===== config.mk =====
export PLATFORM = sky130hd
export DESIGN_NAME = pn_seq_arbiter
export DESIGN_NICKNAME = d
export VERILOG_FILES = /design/src/rtl/pn_seq_arbiter.sv
export SDC_FILE = /design/constraint.sdc
export NUM_CORES = 1
export LEC_CHECK = 0
export CAP_MARGIN = 20
export CORE_MARGIN = 2
export CORE_UTILIZATION = 48
export DETAILED_ROUTE_END_ITERATION = 8
export GPL_TIMING_DRIVEN = 0
export PLACE_DENSITY = 0.88
export REMOVE_ABC_BUFFERS = 1
export SYNTH_ARGS = -nofsm -noshare
export SYNTH_HDL_FRONTEND = slang
export SYNTH_SLANG_ARGS = --single-unit
export TNS_END_PERCENT = 10

===== constraint.sdc =====
create_clock -name ap_clk -period 6.8 [get_ports ap_clk]
set_clock_uncertainty 0.2 [all_clocks]
set_input_delay 2.04 -clock ap_clk [delete_from_list [all_inputs] [get_ports ap_clk]]
set_output_delay 2.04 -clock ap_clk [all_outputs]
set_load 0.01 [all_outputs]

===== src/rtl/pn_seq_arbiter.sv =====
// Round-robin owner of one shared LFSR PN generator: each grant loads the winner's
// seed/polynomial/order and streams chips to that consumer until length or abort.
module pn_seq_arbiter #(
  parameter int unsigned LEN_W = 10
) (
  input  logic        ap_clk,
  input  logic        ap_rst_n,
  input  logic        clr,
  input  logic [1:0]  seq_req,
  input  logic [1:0]  chip_req,
  output logic [1:0]  chip_ack,
  output logic        chip_data,
  output logic [1:0]  grant,
  output logic [1:0]  seq_done,
  input  logic [19:0] cfg0_seed_poly,
  input  logic [19:0] cfg1_seed_poly,
  input  logic [13:0] cfg0_order_len,
  input  logic [13:0] cfg1_order_len,
  output logic        gen_load,
  output logic [9:0]  gen_seed,
  output logic [9:0]  gen_poly,
  output logic [3:0]  gen_order,
  output logic        gen_req,
  input  logic        gen_chip
);

  typedef enum logic [1:0] {StIdle, StLoad, StRun} state_e;

  state_e           state_q;
  logic [LEN_W-1:0] len_q;
  logic [LEN_W-1:0] cnt_q;
  logic             idx_q;
  logic             last_q;

  logic        win;
  logic [19:0] win_sp;
  logic [13:0] win_ol;
  logic        last_chip;
  logic        abort;

  always_comb begin
    // On a tie the requester not served last wins.
    win       = (seq_req == 2'b11) ? ~last_q : seq_req[1];
    win_sp    = win ? cfg1_seed_poly : cfg0_seed_poly;
    win_ol    = win ? cfg1_order_len : cfg0_order_len;
    chip_ack  = (state_q == StRun) ? (grant & chip_req) : 2'b00;
    last_chip = (|chip_ack) && (cnt_q == len_q - LEN_W'(1));
    abort     = ~seq_req[idx_q];
    seq_done  = 2'b00;
    if (((state_q == StLoad) && (len_q == '0)) || last_chip) begin
      seq_done = grant;
    end
  end

  assign gen_req   = |chip_ack;
  assign chip_data = gen_chip;

  always_ff @(posedge ap_clk or negedge ap_rst_n) begin
    if (!ap_rst_n) begin
      state_q   <= StIdle;
      grant     <= 2'b00;
      gen_load  <= 1'b0;
      gen_seed  <= '0;
      gen_poly  <= '0;
      gen_order <= '0;
      len_q     <= '0;
      cnt_q     <= '0;
      idx_q     <= 1'b0;
      last_q    <= 1'b1;
    end else if (clr) begin
      state_q   <= StIdle;
      grant     <= 2'b00;
      gen_load  <= 1'b0;
      gen_seed  <= '0;
      gen_poly  <= '0;
      gen_order <= '0;
      len_q     <= '0;
      cnt_q     <= '0;
      idx_q     <= 1'b0;
      last_q    <= 1'b1;
    end else begin
      gen_load <= 1'b0;
      unique case (state_q)
        StIdle: begin
          if (|seq_req) begin
            state_q   <= StLoad;
            grant     <= 2'b01 << win;
            idx_q     <= win;
            gen_seed  <= win_sp[19:10];
            gen_poly  <= win_sp[9:0];
            gen_order <= win_ol[13:10];
            len_q     <= LEN_W'(win_ol[9:0]);
            gen_load  <= 1'b1;
          end
        end
        StLoad: begin
          cnt_q <= '0;
          if ((len_q == '0) || abort) begin
            state_q <= StIdle;
            grant   <= 2'b00;
            last_q  <= idx_q;
          end else begin
            state_q <= StRun;
          end
        end
        StRun: begin
          if (gen_req) begin
            cnt_q <= cnt_q + LEN_W'(1);
          end
          if (last_chip || abort) begin
            state_q <= StIdle;
            grant   <= 2'b00;
            last_q  <= idx_q;
          end
        end
        default: state_q <= StIdle;
      endcase
    end
  end

endmodule


==> qor.csv <==
metric;value;unit
detail-route-antenna-nets;0;
wl_per_cell;15.4;um
syn_inst;299;
ir_drop;0.000143;V
tritoncts;done;
cts_root_buf;clkbuf_8;
antenna_found_initial;0;
synth-edff-count;0;
setup_viol;0;
hold_buffers;0;
hp-class;reg -> reg;
multi_input_area;0.00152;mm2
grt_usage;23.6;%
status;finished clean;
synthFlopType;dfrtp_1;
syn2layout_area_growth;43.8;%
cellLeakagePower;1.76;nW
cts-buffers-inserted;5;
core-area;0.00585;mm2
start_util;49.1;%
r2r.worst_path.cells;9;
relSlewSlack;35.7;%
fmax;161;MHz
htree_levels;2;
diodes;0;
final_hold_viol_count;0;
gp_congestion;0.840;
dr.pass1.iters;4;
die_x;81.4;um
clkLatencyLatePin;0.32;ns
setup_tns;0;ns
min_path_cells;2;
grt_pass1_vias;2535;
synth_area_per_cell;9.61;um2
hpwl;5580;um
cts_sinks;51;
ff_latch_area;0.00128;mm2
drtIter0Drc;174;
grt_max_degree;36;
drt-vias-per-instance;5.29;
ys_warn_count;0;
post_cts_resized;0;
drt_wl_total;7310;um
drc;0;
slew_viol_final;0;
fin_util;70.6;%
startpoint_type;primary input;
max_cap_viol_count;0;
required;4.56;ns
async_flop_share;100;%
grt-ovfl-total;0;
die_area;0.00662;mm2
synth_area;0.00287;mm2
rsz0062_at_grt;no;
crit_path_end_kind;primary output;
arrival;3.99;ns
crit_type;in -> out;
die_h;81.4;um
port_buffers;106;
finalCritPeriodShare;91.6;%
ctsLongestPathBuffers;2;
fill_cells;406;
nNetsFinal;482;
rows;28;
yosysUniqueCellTypes;47;
via_count;2518;
yosys_register_bits;51;
final_layout_size_suffix_gt1_share;6.23;%
period_needed;6.23;ns
seq_area_frac_synth;44.4;%
worstMarginPinSlew;0.962;ns
powerDensity;194;mW/mm2
post-cts-setup-buffers;0;
grt_pass1_wl;11800;um
cts.clk_slew.worst_paths;0.09;ns
r2r_setup_slack;3.72;ns
io-pin-count;109;
critPathMaxFanout;2;
==> sequential cells by signal, summed over array words and instances, names as in the netlist <==
name,count
cnt_q,10
gen_poly,10
gen_seed,10
len_q,10
gen_order,4
grant,2
state_q,2
gen_load,1
idx_q,1
last_q,1
==> metrics by stage <==
step	setup WS, ns	hold slack (ns)	total power [mW]	instances	instance area, um2
6_report	0.573	0.292	0.803	476	4130
5_1_grt	0.473	0.314	0.844	476	4130
4_1_cts	0.567	0.296	0.805	476	4130
3_5_place_dp	0.583	0.274	0.617	468	4030
3_3_place_gp	-1.67	0.260	0.609	465	3970
2_1_floorplan	0.230	0.284	0.493	284	2810
==> cell type report <==
cell class / count / area share (%)
Sequential cell: 51 / 30.9
Multi-Input combinational cell: 225 / 36.8
Timing Repair Buffer: 109 / 26.9
Clock buffer: 6 / 2.00
Clock inverter: 2 / 0.394
Inverter: 8 / 0.727
Tap cell: 75 / 2.27
==> power breakdown <==
group	switching [mW]	internal, mW	total, mW	leakage, nW
sequential	0.0246	0.332	0.357	0.682
clock	0.107	0.0832	0.190	0.0474
combinational	0.117	0.139	0.256	1.03
==> critical path, stage by stage <==
cell and delay (ns):
clkdlybuf4s50_1 0.48, a22o_1 0.17, nand4_1 0.11, and4bb_1 0.31
nand4_1 0.10, nand2_1 0.10, and2_1 0.14, clkdlybuf4s50_1 0.54
==> cell usage in the layout (no fill, tap or decap), types with 2 or more instances in the layout <==
master and n:
clkdlybuf4s50_1 105, dfrtp_1 50, nand2_1 43, o21ai_0 37
mux2i_1 35, nor2_1 18, xor2_1 13, inv_1 8
nand3_1 7, xnor2_1 6, ha_1 6, clkbuf_8 6
nand4_1 5, nor3_1 5, and3_1 4, nor2b_1 4
and2_1 3, or3_1 3, a31oi_1 3, a21oi_1 3
a22o_1 2, nor4_1 2, nor3b_1 2, mux2_2 2
mux2_4 2, buf_12 2
==> cells in the mapped netlist, types with 2 or more instances <==
master    instances  share of area [%]
and3_1            4               0.87
clkbuf_1         10                1.3
nor3b_1           2               0.52
a21oi_1           4               0.70
o21ai_0          37                6.4
mux2i_1          35                 12
and2_1            3               0.65
nor2b_1           4               0.87
nand4_1           5                1.1
nor2_1           18                2.4
dfrtp_1          50                 44
xnor2_1           6                1.8
xor2_1           13                4.0
mux2_4            2                1.0
nand3_1           7                1.2
buf_1             3               0.39
a22o_1            2               0.61
nor4_1            2               0.44
nor3_1            5               0.87
mux2_2            2               0.78
nand2_1          43                5.6
ha_1              6                2.6
inv_1             8                1.0
a31oi_1           3               0.65
or3_1             3               0.65
==> routing by layer <==
layer	vias up	part of all wire (%)	global-route usage, %
met5	-	0	0
met4	0	1.4	7.12
met3	8	8.6	7.89
met2	100	51	40.6
met1	1178	39	27.9
li1	1232	-	-
==> cells by family after synthesis <==
| kind of cell | share of synthesized area [%] |
|---|---|
| simple gates | 18.5 |
| compound gates | 11.5 |
| flops | 44.4 |
| mux | 14.0 |
| buf+inv | 3.18 |
| xor+xnor | 5.79 |
| fa+ha+maj | 2.61 |
==> final timing paths <==
| path | startpoint | endpoint |
|---|---|---|
| worst max-delay path | chip_req[0] | seq_done[0] |
| worst min-delay path | gen_seed[5] | gen_seed[5] |
| worst max register to register | len_q[0] | grant[0] |
| max in group asynchronous | ap_rst_n | len_q[6] |
| min in group asynchronous | ap_rst_n | gen_poly[9] |
| worst min register to register | gen_seed[5] | gen_seed[5] |
Power figures use the tool's default switching activity.
